`src/rtl/add_operand_sequencer_pkg.sv`:
```
// Shared types and helpers for the adder operand sequencer: op and state encodings and the word width.
package add_seq_pkg;

  localparam int W = 32;

  typedef enum logic [1:0] {
    OP_ADD32 = 2'd0,
    OP_SUB32 = 2'd1,
    OP_ADD64 = 2'd2,
    OP_SUB64 = 2'd3
  } op_e;

  typedef enum logic [1:0] {
    IDLE = 2'd0,
    LO   = 2'd1,
    HI   = 2'd2,
    DONE = 2'd3
  } state_e;

  function automatic logic is_sub(input op_e op);
    return op[0];
  endfunction

  function automatic logic is_wide(input op_e op);
    return op[1];
  endfunction

endpackage

```
`src/rtl/add_operand_sequencer_if.sv`:
```
// Command, adder and result signals of the operand sequencer.
// The slave modport is the sequencer itself; master is whatever drives commands and hosts the adder.
interface add_seq_if #(
  parameter int W  = 32,
  parameter int NW = 2
);
  logic              cmd_valid;
  logic              cmd_ready;
  logic [1:0]        cmd_op;
  logic [NW*W-1:0]   cmd_a;
  logic [NW*W-1:0]   cmd_b;
  logic [W-1:0]      add_a;
  logic [W-1:0]      add_b;
  logic              add_cin;
  logic [W-1:0]      add_sum;
  logic              add_ovf;
  logic              res_valid;
  logic              res_ready;
  logic [NW*W-1:0]   res_data;
  logic              res_carry;
  logic              res_ovf;

  modport slave (
    input  cmd_valid, cmd_op, cmd_a, cmd_b,
    output cmd_ready,
    output add_a, add_b, add_cin,
    input  add_sum, add_ovf,
    output res_valid, res_data, res_carry, res_ovf,
    input  res_ready
  );

  modport master (
    output cmd_valid, cmd_op, cmd_a, cmd_b,
    input  cmd_ready,
    input  add_a, add_b, add_cin,
    output add_sum, add_ovf,
    input  res_valid, res_data, res_carry, res_ovf,
    output res_ready
  );
endinterface

```
`src/rtl/add_operand_sequencer_carry_recover.sv`:
```
// Rebuilds the carry-out of a word add from the operand and sum MSBs, since the adder does not export it.
module carry_recover (
  input  logic a_msb,
  input  logic b_msb,
  input  logic sum_msb,
  output logic cout
);
  // Both MSBs set always carry; exactly one set carries only if the lower bits carried into the MSB (sum MSB cleared).
  assign cout = (a_msb & b_msb) | ((a_msb | b_msb) & ~sum_msb);
endmodule

```
`src/rtl/add_operand_sequencer.sv`:
```
// Issues 32/64-bit ADD/SUB commands to an external 32-bit adder one word per cycle,
// chaining the recovered carry between words and returning the assembled result.
module add_operand_sequencer
  import add_seq_pkg::*;
#(
  parameter int W  = add_seq_pkg::W,
  parameter int NW = 2
) (
  input  logic      clk,
  input  logic      rst_n,
  add_seq_if.slave  bus
);

  state_e            state_q, state_d;
  op_e               op_q, op_d;
  logic [NW*W-1:0]   a_q, a_d;
  logic [NW*W-1:0]   b_q, b_d;
  logic [NW*W-1:0]   res_data_q, res_data_d;
  logic              res_carry_q, res_carry_d;
  logic              res_ovf_q, res_ovf_d;
  logic              c_lo_q, c_lo_d;

  logic [W-1:0]      word_a;
  logic [W-1:0]      word_b;
  logic              word_cin;
  logic              word_cout;

  carry_recover u_carry_recover (
    .a_msb   (word_a[W-1]),
    .b_msb   (word_b[W-1]),
    .sum_msb (bus.add_sum[W-1]),
    .cout    (word_cout)
  );

  always_comb begin
    state_d     = state_q;
    op_d        = op_q;
    a_d         = a_q;
    b_d         = b_q;
    res_data_d  = res_data_q;
    res_carry_d = res_carry_q;
    res_ovf_d   = res_ovf_q;
    c_lo_d      = c_lo_q;
    word_a      = '0;
    word_b      = '0;
    word_cin    = 1'b0;

    case (state_q)
      IDLE: begin
        if (bus.cmd_valid) begin
          op_d    = op_e'(bus.cmd_op);
          a_d     = bus.cmd_a;
          b_d     = bus.cmd_b;
          state_d = LO;
        end
      end
      LO: begin
        word_a   = a_q[W-1:0];
        word_b   = is_sub(op_q) ? ~b_q[W-1:0] : b_q[W-1:0];
        word_cin = is_sub(op_q);
        res_data_d[W-1:0] = bus.add_sum;
        if (is_wide(op_q)) begin
          c_lo_d  = word_cout;
          state_d = HI;
        end else begin
          res_data_d[NW*W-1:W] = '0;
          res_carry_d          = word_cout;
          res_ovf_d            = bus.add_ovf;
          state_d              = DONE;
        end
      end
      HI: begin
        // Subtract is a + ~b + 1: the +1 entered at the low word, so the high word only sees the chained carry.
        word_a   = a_q[NW*W-1:W];
        word_b   = is_sub(op_q) ? ~b_q[NW*W-1:W] : b_q[NW*W-1:W];
        word_cin = c_lo_q;
        res_data_d[NW*W-1:W] = bus.add_sum;
        res_carry_d          = word_cout;
        res_ovf_d            = bus.add_ovf;
        state_d              = DONE;
      end
      DONE: begin
        if (bus.res_ready) begin
          state_d = IDLE;
        end
      end
      default: state_d = IDLE;
    endcase
  end

  always_ff @(posedge clk) begin
    if (!rst_n) begin
      state_q     <= IDLE;
      op_q        <= OP_ADD32;
      a_q         <= '0;
      b_q         <= '0;
      res_data_q  <= '0;
      res_carry_q <= 1'b0;
      res_ovf_q   <= 1'b0;
      c_lo_q      <= 1'b0;
    end else begin
      state_q     <= state_d;
      op_q        <= op_d;
      a_q         <= a_d;
      b_q         <= b_d;
      res_data_q  <= res_data_d;
      res_carry_q <= res_carry_d;
      res_ovf_q   <= res_ovf_d;
      c_lo_q      <= c_lo_d;
    end
  end

  assign bus.add_a     = word_a;
  assign bus.add_b     = word_b;
  assign bus.add_cin   = word_cin;
  assign bus.cmd_ready = (state_q == IDLE);
  assign bus.res_valid = (state_q == DONE);
  assign bus.res_data  = res_data_q;
  assign bus.res_carry = res_carry_q;
  assign bus.res_ovf   = res_ovf_q;

endmodule

```
`src/flat_wrapper.sv`:
```
// flat-port wrapper written by rule: the top's interface ports become plain ports
module add_operand_sequencer_flat import add_seq_pkg::*;
#(
  parameter int W  = add_seq_pkg::W,
  parameter int NW = 2
)
  (clk, rst_n, bus_cmd_valid, bus_cmd_op, bus_cmd_a, bus_cmd_b, bus_cmd_ready, bus_add_a, bus_add_b, bus_add_cin, bus_add_sum, bus_add_ovf, bus_res_valid, bus_res_data, bus_res_carry, bus_res_ovf, bus_res_ready);
  add_seq_if #(.W(W), .NW(NW)) bus_i ();
  input  logic clk;
  input  logic rst_n;
  input wire logic [$bits(bus_i.cmd_valid)-1:0] bus_cmd_valid;
  input wire logic [$bits(bus_i.cmd_op)-1:0] bus_cmd_op;
  input wire logic [$bits(bus_i.cmd_a)-1:0] bus_cmd_a;
  input wire logic [$bits(bus_i.cmd_b)-1:0] bus_cmd_b;
  output wire logic [$bits(bus_i.cmd_ready)-1:0] bus_cmd_ready;
  output wire logic [$bits(bus_i.add_a)-1:0] bus_add_a;
  output wire logic [$bits(bus_i.add_b)-1:0] bus_add_b;
  output wire logic [$bits(bus_i.add_cin)-1:0] bus_add_cin;
  input wire logic [$bits(bus_i.add_sum)-1:0] bus_add_sum;
  input wire logic [$bits(bus_i.add_ovf)-1:0] bus_add_ovf;
  output wire logic [$bits(bus_i.res_valid)-1:0] bus_res_valid;
  output wire logic [$bits(bus_i.res_data)-1:0] bus_res_data;
  output wire logic [$bits(bus_i.res_carry)-1:0] bus_res_carry;
  output wire logic [$bits(bus_i.res_ovf)-1:0] bus_res_ovf;
  input wire logic [$bits(bus_i.res_ready)-1:0] bus_res_ready;
  assign bus_i.cmd_valid = bus_cmd_valid;
  assign bus_i.cmd_op = bus_cmd_op;
  assign bus_i.cmd_a = bus_cmd_a;
  assign bus_i.cmd_b = bus_cmd_b;
  assign bus_cmd_ready = bus_i.cmd_ready;
  assign bus_add_a = bus_i.add_a;
  assign bus_add_b = bus_i.add_b;
  assign bus_add_cin = bus_i.add_cin;
  assign bus_i.add_sum = bus_add_sum;
  assign bus_i.add_ovf = bus_add_ovf;
  assign bus_res_valid = bus_i.res_valid;
  assign bus_res_data = bus_i.res_data;
  assign bus_res_carry = bus_i.res_carry;
  assign bus_res_ovf = bus_i.res_ovf;
  assign bus_i.res_ready = bus_res_ready;
  add_operand_sequencer #(.W(W), .NW(NW)) u_core (.clk(clk), .rst_n(rst_n), .bus(bus_i));
endmodule
```
`config.mk`:
```
export PLATFORM = sky130hd
export DESIGN_NAME = add_operand_sequencer_flat
export DESIGN_NICKNAME = d
export VERILOG_FILES = /design/src/rtl/add_operand_sequencer_pkg.sv /design/src/rtl/add_operand_sequencer_if.sv /design/src/rtl/add_operand_sequencer_carry_recover.sv /design/src/rtl/add_operand_sequencer.sv /design/src/flat_wrapper.sv
export SDC_FILE = /design/constraint.sdc
export NUM_CORES = 1
export LEC_CHECK = 0
export CORE_MARGIN = 2
export CORE_UTILIZATION = 35
export CTS_CLUSTER_SIZE = 10
export DETAILED_ROUTE_END_ITERATION = 8
export PLACE_DENSITY = 0.62
export SLEW_MARGIN = 20
export SYNTH_ARGS = -nofsm -noshare
export SYNTH_HDL_FRONTEND = slang
export SYNTH_HIERARCHICAL = 1
export SYNTH_SLANG_ARGS = --single-unit
```
`constraint.sdc`:
```
create_clock -name clk -period 2.2 [get_ports clk]
set_input_delay 0.55 -clock clk [delete_from_list [all_inputs] [get_ports clk]]
set_output_delay 0.55 -clock clk [all_outputs]
set_load 0.01 [all_outputs]
```
# Word-level counts from Yosys, hierarchy flattened
# Index checks and enable logic that the tools add are counted.
# totals
reg_bits	199
input_bits	167
out_inout_bits	133
# op_classes
eq_ne	6
n_mux	15
bitwise_logic	7
reduce_logical	6
# op_table
cell	n
32-bit one-hot mux with 2 select lines	3
32-bit 2-to-1 mux	3
32-bit inverter	2
2-bit one-hot mux with 4 select lines	1
2-bit AND reduction	4
1-bit one-hot mux with 2 select lines	3
2-bit equality test, second input constant	2
2-bit 2-to-1 mux	2
2-bit inequality test, second input constant	2
1-bit 2-to-1 mux	3
1-bit AND	2
2-bit by 1-bit equality test with 1-bit output, second input constant	1
2-bit zero test	1
2-bit by 1-bit inequality test with 1-bit output, second input constant	1
1-bit OR	2
2-bit nonzero test	1
1-bit inverter	1

# Logic depth before layout (Yosys ltp)
# Gate-level depths: netlist of the first run.
# logic_depth
ltp_word	8
ltp_mapped	9
depth_no_buf	7

# Hierarchy
# Netlist of the first run, hierarchy kept.
# by_module_without_submodules
mod	n_inst	cells_per_inst	area_per_inst_um2	seq_area_each_um2
add_operand_sequencer	1	1082	9193.8	3983.8
carry_recover	1	2	15.0	0.0

# Worst setup path after synthesis of the first run
# OpenSTA, ideal clock, no wires.
# synth_timing
kind	register to output
start	register u_core.state_q[1]
end	output bus_add_b[31]
arrival_time_ps	1469
path_slack_ps	181
path_stages_with_launch	6
n_path_buf	2
cell_sequence	dfxtp_1 inv_1 ha_1 clkbuf_1 clkbuf_1 nor2b_1
# synth_via
elab_chain_cells	2
word_cells_on_any_way	3
cone_classes	2 x eq/ne; 1 x mux
# synth_rtl
element	line_no	rtl
start, declared	add_operand_sequencer.sv:14	state_e state_q, state_d;
start signal, assigned	add_operand_sequencer.sv:102	state_q <= state_d;
2-bit equality test / 2-bit by 1-bit equality test with 1-bit output (equally long branches)	add_operand_sequencer.sv:48	case (state_q)
32-bit one-hot mux with 2 select lines (*)	add_operand_sequencer.sv:48	
end, declared	flat_wrapper.sv:17	output wire logic [$bits(bus_i.add_b)-1:0] bus_add_b;
# Every way passes the cells marked *; elsewhere a longest branch is shown, timed or not.

# Worst setup path after layout of the first run
# layout_timing
start	register u_core.state_q[1]
end	output bus_add_b[28]
# Same word-level chain as after synthesis.

==> impl_results.md, run 1 <==
* Routability cong. at 0.8101
* Worst Reg-to-Reg Cells at 11
* Max cap viols at 0
* PD cells at 1183 nW/um^2
* WL final at ~29 mm
* Worst VDD drop at between 500 and 600 uV
* CTS Sinks at 199
* Pin count of the biggest net entering global routing at 78
* Post-synthesis sequential area ratio at a little over two fifths
* Mapped cell area at between 9000 and 10000 um^2
* Status: finished with violations
* # DRC at 0
* RSZ-0062 raised after global routing: true
* First-pass GRT wire length at between 40 and 50 mm
* Synthesized instance count at ~1100
* Die ar. at approximately 28000 um^2
* Clk Latency, worst-skew pair at 0.43 ns
* CP startpoint kind: register
* Worst Path Max Fanout at 8
* Starting Density at around 36%
* Critical path origin: u_core/state_q[1]$_SDFFE_PN0P_
* Sequential power share at about 28%
* #FFs+latches synth at roughly 200
* Max-slew violations at 0
* Fillcell total at about 2400
* Final Instance Count excl. Fillers at approximately 1700
* Setup violators final at 65
* Reg clk slew, reported paths at approximately 0.080 ns
* Vias in the first global route at a little over 8000
* Hold/Removal Path Class: register to register
* Synth cell types at 32
* Via count at around 8500
* Layout area overhead at 52.93%
* GR Overflow Total at 0
* Die Ht at roughly 170 um
* Internal Power at just over 0.01 W
* Failing checks: setup timing
* Placed cells at 1674
* Final Instance Area at roughly 14000 um^2
* PortBufs at around 300
* Clk root buf: clkbuf_16
* Post-synth net total at 1257
* DRT Pass-1 Iters at 4
* Num CTS Buffers at 17
* CTS max path bufs at 2
* Critical Path Sink Type: output port
* Tot GR Track Use at between 15 and 20%
* Mean area per synthesized cell at 8.495 um^2
* Clk_skew at slightly above 0.009 ns
* Leak at around 5.5 nW
* Initial DRC count at 486
* Arrival @ worst endpoint at 1.82 ns
* Final HPWL DP at around 19 mm
* CTS Hold Bufs at 0
* Site Rows at 59
* CP endpoint: bus_add_b[28]
* Final #Nets at 1565
* Synthesis Warnings at 6
* Rel. slew slack at 72.03%
* P_sw at about 0.0063 W
* Critical path class: register to output port
* Minimum clock period after layout at roughly 2.4 ns
* IO Count at 300
* Core ar. at about 26000 um^2
* CP Data Required Time at around 1.7 ns
* H-tree depth at 4
* Worst Tran Pin Value at roughly 0.42 ns
* Die Wd at around 170 um
* Critical R2R Launch: u_core/state_q[0]$_SDFFE_PN0P_
* Layout cell share with drive strength beyond 1 at between 20% and 30%
* R2R Setup Slk at between 0.1 and 0.15 ns
* Worst r2r dst: u_core/bus.res_carry$_SDFFE_PN0P_
* Switching Fraction at between 30% and 40%
* Routed wire per std cell at between 15 and 20 um
* Most frequent cells in the layout: 262 x nand2_1, 232 x clkdlybuf4s50_1, 196 x dfxtp_1, 147 x a21oi_1, 64 x xor2_1
* Leading cell type in the layout, fill and taps excluded: nand2_1
* Tcrit/Tclk final at 107.6%
* Fmax at about 420 MHz
* CTS tree: yes
* Initial antenna violation count at 2
* Via density at slightly below 5
* Placed cell area at around 13000 um^2
* Final Hold Fails at 0
* Final worst slack at -0.1680 ns
* Clk network pwr share at approximately a fifth
* Combinational Power Share at a little over half
* Detail Route Antenna Nets at 0
power by group through the flow:
stage | Sequential, W | Combinational (W) | Clock (W)
final | 0.00470 | 0.00885 | 0.00310
after global routing | 0.00478 | 0.00952 | 0.00335
after CTS | 0.00469 | 0.00834 | 0.00322
after detailed placement | 0.00473 | 0.00745 | 0
after global placement | 0.00471 | 0.00740 | 0
after floorplan | 0.00476 | 0.00430 | 0
worst max-delay path, stage by stage (launching register included):
cell       delay [ns]
dfxtp_2          0.36
inv_4            0.05
buf_12           0.12
ha_4             0.28
buf_12           0.16
clkbuf_16        0.16
nor2b_1          0.13
buf_2            0.14
through the flow:
step / utilization [%] / power [W] / TNS (ns) / setup slack, ns / hold slack (ns)
detailed placement: 49.36 / 0.01218 / -5.931 / -0.1654 / 0.4476
global placement: 49.36 / 0.01211 / -5.914 / -0.1579 / 0.4417
finish: 54.35 / 0.01666 / -7.479 / -0.1680 / 0.4630
global route: 54.34 / 0.01764 / -12.90 / -0.2407 / 0.4843
CTS: 52.89 / 0.01626 / -9.675 / -0.2068 / 0.4588
floorplan: - / 0.009065 / 0 / 0.1813 / 0.4360
cell type report:
type / instances / area (um^2) / area share [%]
well taps: 335 / 419.2 / 2.976
inverters: 4 / 25.02 / 0.1777
diodes: 2 / 5.005 / 0.03554
clock buffers: 19 / 442.9 / 3.145
repair buffers: 393 / 4028 / 28.60
multi-input cells: 777 / 5036 / 35.76
flip-flops and latches: 199 / 3990 / 28.33
clock inverters: 13 / 137.6 / 0.9773
worst min path at each step:
stage                                start                          end  slack, ns  depth (start not counted)
6_report       u_core/a_q[45]$_SDFFE_PN0P_  u_core/a_q[45]$_SDFFE_PN0P_       0.46                          2
5_1_grt        u_core/b_q[47]$_SDFFE_PN0P_  u_core/b_q[47]$_SDFFE_PN0P_       0.48                          2
4_1_cts        u_core/a_q[58]$_SDFFE_PN0P_  u_core/a_q[58]$_SDFFE_PN0P_       0.46                          2
3_5_place_dp   u_core/a_q[56]$_SDFFE_PN0P_  u_core/a_q[56]$_SDFFE_PN0P_       0.45                          2
3_3_place_gp   u_core/a_q[62]$_SDFFE_PN0P_  u_core/a_q[62]$_SDFFE_PN0P_       0.44                          2
2_1_floorplan  u_core/a_q[41]$_SDFFE_PN0P_  u_core/a_q[41]$_SDFFE_PN0P_       0.44                          2
per-layer routing:
layer  vias up  GRT usage (%)  part of all wire (%)
met4         0          4.083                  0.89
met2       226          32.55                    47
li1       4246              -                     -
met5         -              0                     0
met1      4003          25.27                    44
met3        18          7.126                   7.6
synth_stat cells (all sizes together):
cell type  count  area share, %
nand3         35            1.9
nor2b         70            4.8
or3            1          0.068
and2           1          0.068
xor2          64            6.1
a21oi        167            9.9
nand2        263             11
dfxtp        199             43
buf           65            5.6
inv            4           0.16
o41ai          1          0.095
mux2i         32            3.5
a22oi         65            5.3
ha             6           0.82
clkbuf        39            1.7
nand2b         2           0.14
maj3           1           0.12
o21ai          3           0.16
o211ai        32            4.1
or3b           1          0.095
nor2          33            1.3
registers in the layout, indices dropped and copies added (netlist names):
register,flops
u_core/bus.res_carry,1
u_core/op_q,2
u_core/bus.res_ovf,1
u_core/a_q,64
u_core/b_q,64
u_core/bus.res_data,64
u_core/state_q,2
u_core/c_lo_q,1
logic make-up (layout without fill, tap and decap cells):
group | after synthesis | in the layout | share of synthesized area, %
XOR/XNOR | 64 | 64 | 6.087
flip-flops | 199 | 199 | 43.26
multiplexers | 32 | 32 | 3.478
AO/OA/AOI/OAI | 268 | 268 | 19.58
buffers and inverters | 108 | 429 | 7.486
AND/OR/NAND/NOR | 406 | 406 | 19.17
adder cells (fa/ha/maj) | 7 | 7 | 0.9375
other | 0 | 2 | 0
repair_timing:
| action | 4_1_cts | 5_1_grt |
|---|---|---|
| hold endpoints to repair | 0 | 0 |
| endpoints found under the setup margin | 67 | 65 |
| pin swaps | 20 | 13 |
| buffers inserted | 20 | 12 |
| cloned | 2 | 2 |
| gates resized for setup | 356 | 45 |
Power figures use the tool's default switching activity.
==> run 2, diff against run 1 <==
- CTS_CLUSTER_SIZE: 10 -> not set
- clock period: 2.2 -> 2.7 ns (I/O delays scaled with it)
==> impl_results.md, run 2 (same netlist as run 1, synthesis figures left out) <==
* Status: complete, no violations
* Max cap viols at 0
* Clk_skew at approximately 0.015 ns
* Core ar. at approximately 26000 um^2
* Die ar. at around 28000 um^2
* Routability cong. at just under 0.8
* Largest stage delay, worst path at about 0.32 ns
* Final setup TNS at 0 ns
* Worst Path Max Fanout at 15
* Minimum clock period after layout at between 2 and 3 ns
* Layout area overhead at 45.41%
* Ant diodes at 0
* WHS Path Cells at 2
* Hold WS at between 0.4 and 0.5 ns
* CP dominant cell by count: buf_4
* Critical Path Sink Type: output port
* CTS Sinks at ~200
* Worst VDD drop at 501.8 uV
* Fmax at around 380 MHz
* Leak at ~5.3 nW
* CTS max path bufs at 2
* Detail Route Antenna Nets at 0
* Hold/Removal Path Class: register to register
* Starting Density at a little over a third
* Setup violators final at 0
* Max-slew violations at 0
* Worst Reg-to-Reg Cells at 7
* Routed wire per std cell at approximately 17 um
* R2R Setup Slk at between 0.7 and 0.8 ns
* Die Ht at between 150 and 200 um
* WL final at approximately 28 mm
* RSZ-0062 raised after global routing: true
* IO Count at 300
* Worst r2r dst: u_core/bus.res_ovf$_SDFFE_PN0P_
* Critical R2R Launch: u_core/state_q[0]$_SDFFE_PN0P_
* Initial antenna violation count at 2
* Critical path class: register to output port
* Pin count of the biggest net entering global routing at between 70 and 80
* GR Overflow Total at 0
* Tot GR Track Use at 20.24%
* Most frequent cells in the layout: 262 x nand2_1, 234 x clkdlybuf4s50_1, 198 x dfxtp_1, 147 x a21oi_1, 67 x nor2b_1
* Final Power at 0.01226 W
* PD cells at around 900 nW/um^2
* Clk Latency, worst-skew pair at between 0.4 and 0.5 ns
* Final Instance Count excl. Fillers at between 1500 and 2000
* CP Data Required Time at between 2 and 2.5 ns
* PortBufs at ~300
* Via count at between 8000 and 9000
* DRT Pass-1 Iters at 4
* Final worst slack at about 0.059 ns
* Final HPWL DP at 19.09 mm
* Rel. slew slack at between 60% and 70%
* Reg clk slew, reported paths at 0.08 ns
* Arrival @ worst endpoint at ~2.0 ns
* Worst Tran Pin Value at around 0.55 ns
* Initial DRC count at just under 500
* Vias in the first global route at approximately 8300
* Hold Path Origin: u_core/a_q[51]$_SDFFE_PN0P_
* Final #Nets at between 1500 and 2000
* Leading cell type in the layout, fill and taps excluded: nand2_1
* Clk root buf: clkbuf_16
* Tcrit/Tclk final at 97.82%
* CTS tree: yes
* Placed cells at 1653
* Critical path's slowest cell: dfxtp_1
* Min-Delay Endpoint: u_core/a_q[51]$_SDFFE_PN0P_
* Worst slack at placement at around 0.08 ns
* Site Rows at 59
* CP Cell Sequence: buf_4 -> ha_4 -> buf_4 -> buf_12 -> a22oi_1 -> nor2b_1 -> dlygate4sd2_1
* Die Wd at roughly 170 um
* # DRC at 0
* Final Hold Fails at 0
* Layout cell share with drive strength beyond 1 at about 13%
* First-pass GRT wire length at 45.57 mm
* Num CTS Buffers at 17
* CP startpoint kind: register
* H-tree depth at 4
* Via density at about 5
* Fillcell total at about 2500
run 2: cell types whose count changed in the layout (fill, tap and decap cells not counted), moves of 5 or more:
cell	before	now
dlygate4sd2_1	2	58
buf_2	48	0
a22oi_1	7	49
a22oi_2	58	16
buf_6	31	3
nor2b_1	46	67
nor2b_4	17	2
buf_12	32	22
nor2b_2	7	1
buf_4	41	36
run 2: power breakdown:
part	internal, W	switching (W)
clock network	0.00126	0.00126
logic	0.00275	0.00318
registers	0.00349	0.000320
total	0.00750	0.00476
run 2: through the flow:
step / instance area [um^2] / utilization, %
4_1_cts: 13270 / 51.22
6_report: 13390 / 51.68
3_5_place_dp: 12520 / 48.32
3_3_place_gp: 12520 / 48.32
5_1_grt: 13390 / 51.68
2_1_floorplan: 9209 / -
run 2: worst max-delay path by stage:
stage	from	to	slack, ns	cells after the start
floorplan	u_core/state_q[1]$_SDFFE_PN0P_	bus_add_b[31]	0.56	5
global placement	u_core/state_q[0]$_SDFFE_PN0P_	bus_add_a[9]	0.16	5
detailed placement	u_core/state_q[0]$_SDFFE_PN0P_	bus_add_a[1]	0.08	5
CTS	u_core/state_q[0]$_SDFFE_PN0P_	bus_add_a[9]	-0.08	5
global route	u_core/state_q[1]$_SDFFE_PN0P_	bus_add_b[6]	-0.04	7
finish	u_core/state_q[1]$_SDFFE_PN0P_	bus_add_b[6]	0.06	7
run 2: layout make-up:
type,count,area (um^2),area share [%]
well taps,335,419.2,3.130
inverters,4,20.02,0.1495
clock inverters,13,137.6,1.028
flip-flops and latches,199,3988,29.78
repair buffers,361,3685,27.52
multi-input cells,777,4698,35.09
clock buffers,19,442.9,3.308
run 2: metal layers:
layer | global-route usage, % | vias up | share of wire, %
li1 | - | 4175 | -
met1 | 26.20 | 3946 | 44
met2 | 32.47 | 275 | 47
met3 | 7.531 | 15 | 8.9
met4 | 3.932 | 2 | 0.86
met5 | 0 | - | 0.046
run 2: what timing repair did:
action / 4_1_cts / 5_1_grt
hold buffers: 0 / 0
gates resized for setup: 78 / 26
cloned: 1 / 0
pin swaps: 4 / 2
hold endpoints to repair: 0 / 0
buffers inserted: 16 / 6
setup endpoints to repair: 65 / 16
run 2: critical path: cells and delay by family, from the launching register on:
kind / cells / cell delay [ns]
flops: 1 / 0.32
simple gates: 1 / 0.07
compound gates: 1 / 0.20
fa+ha+maj: 1 / 0.20
buf+inv: 4 / 0.74
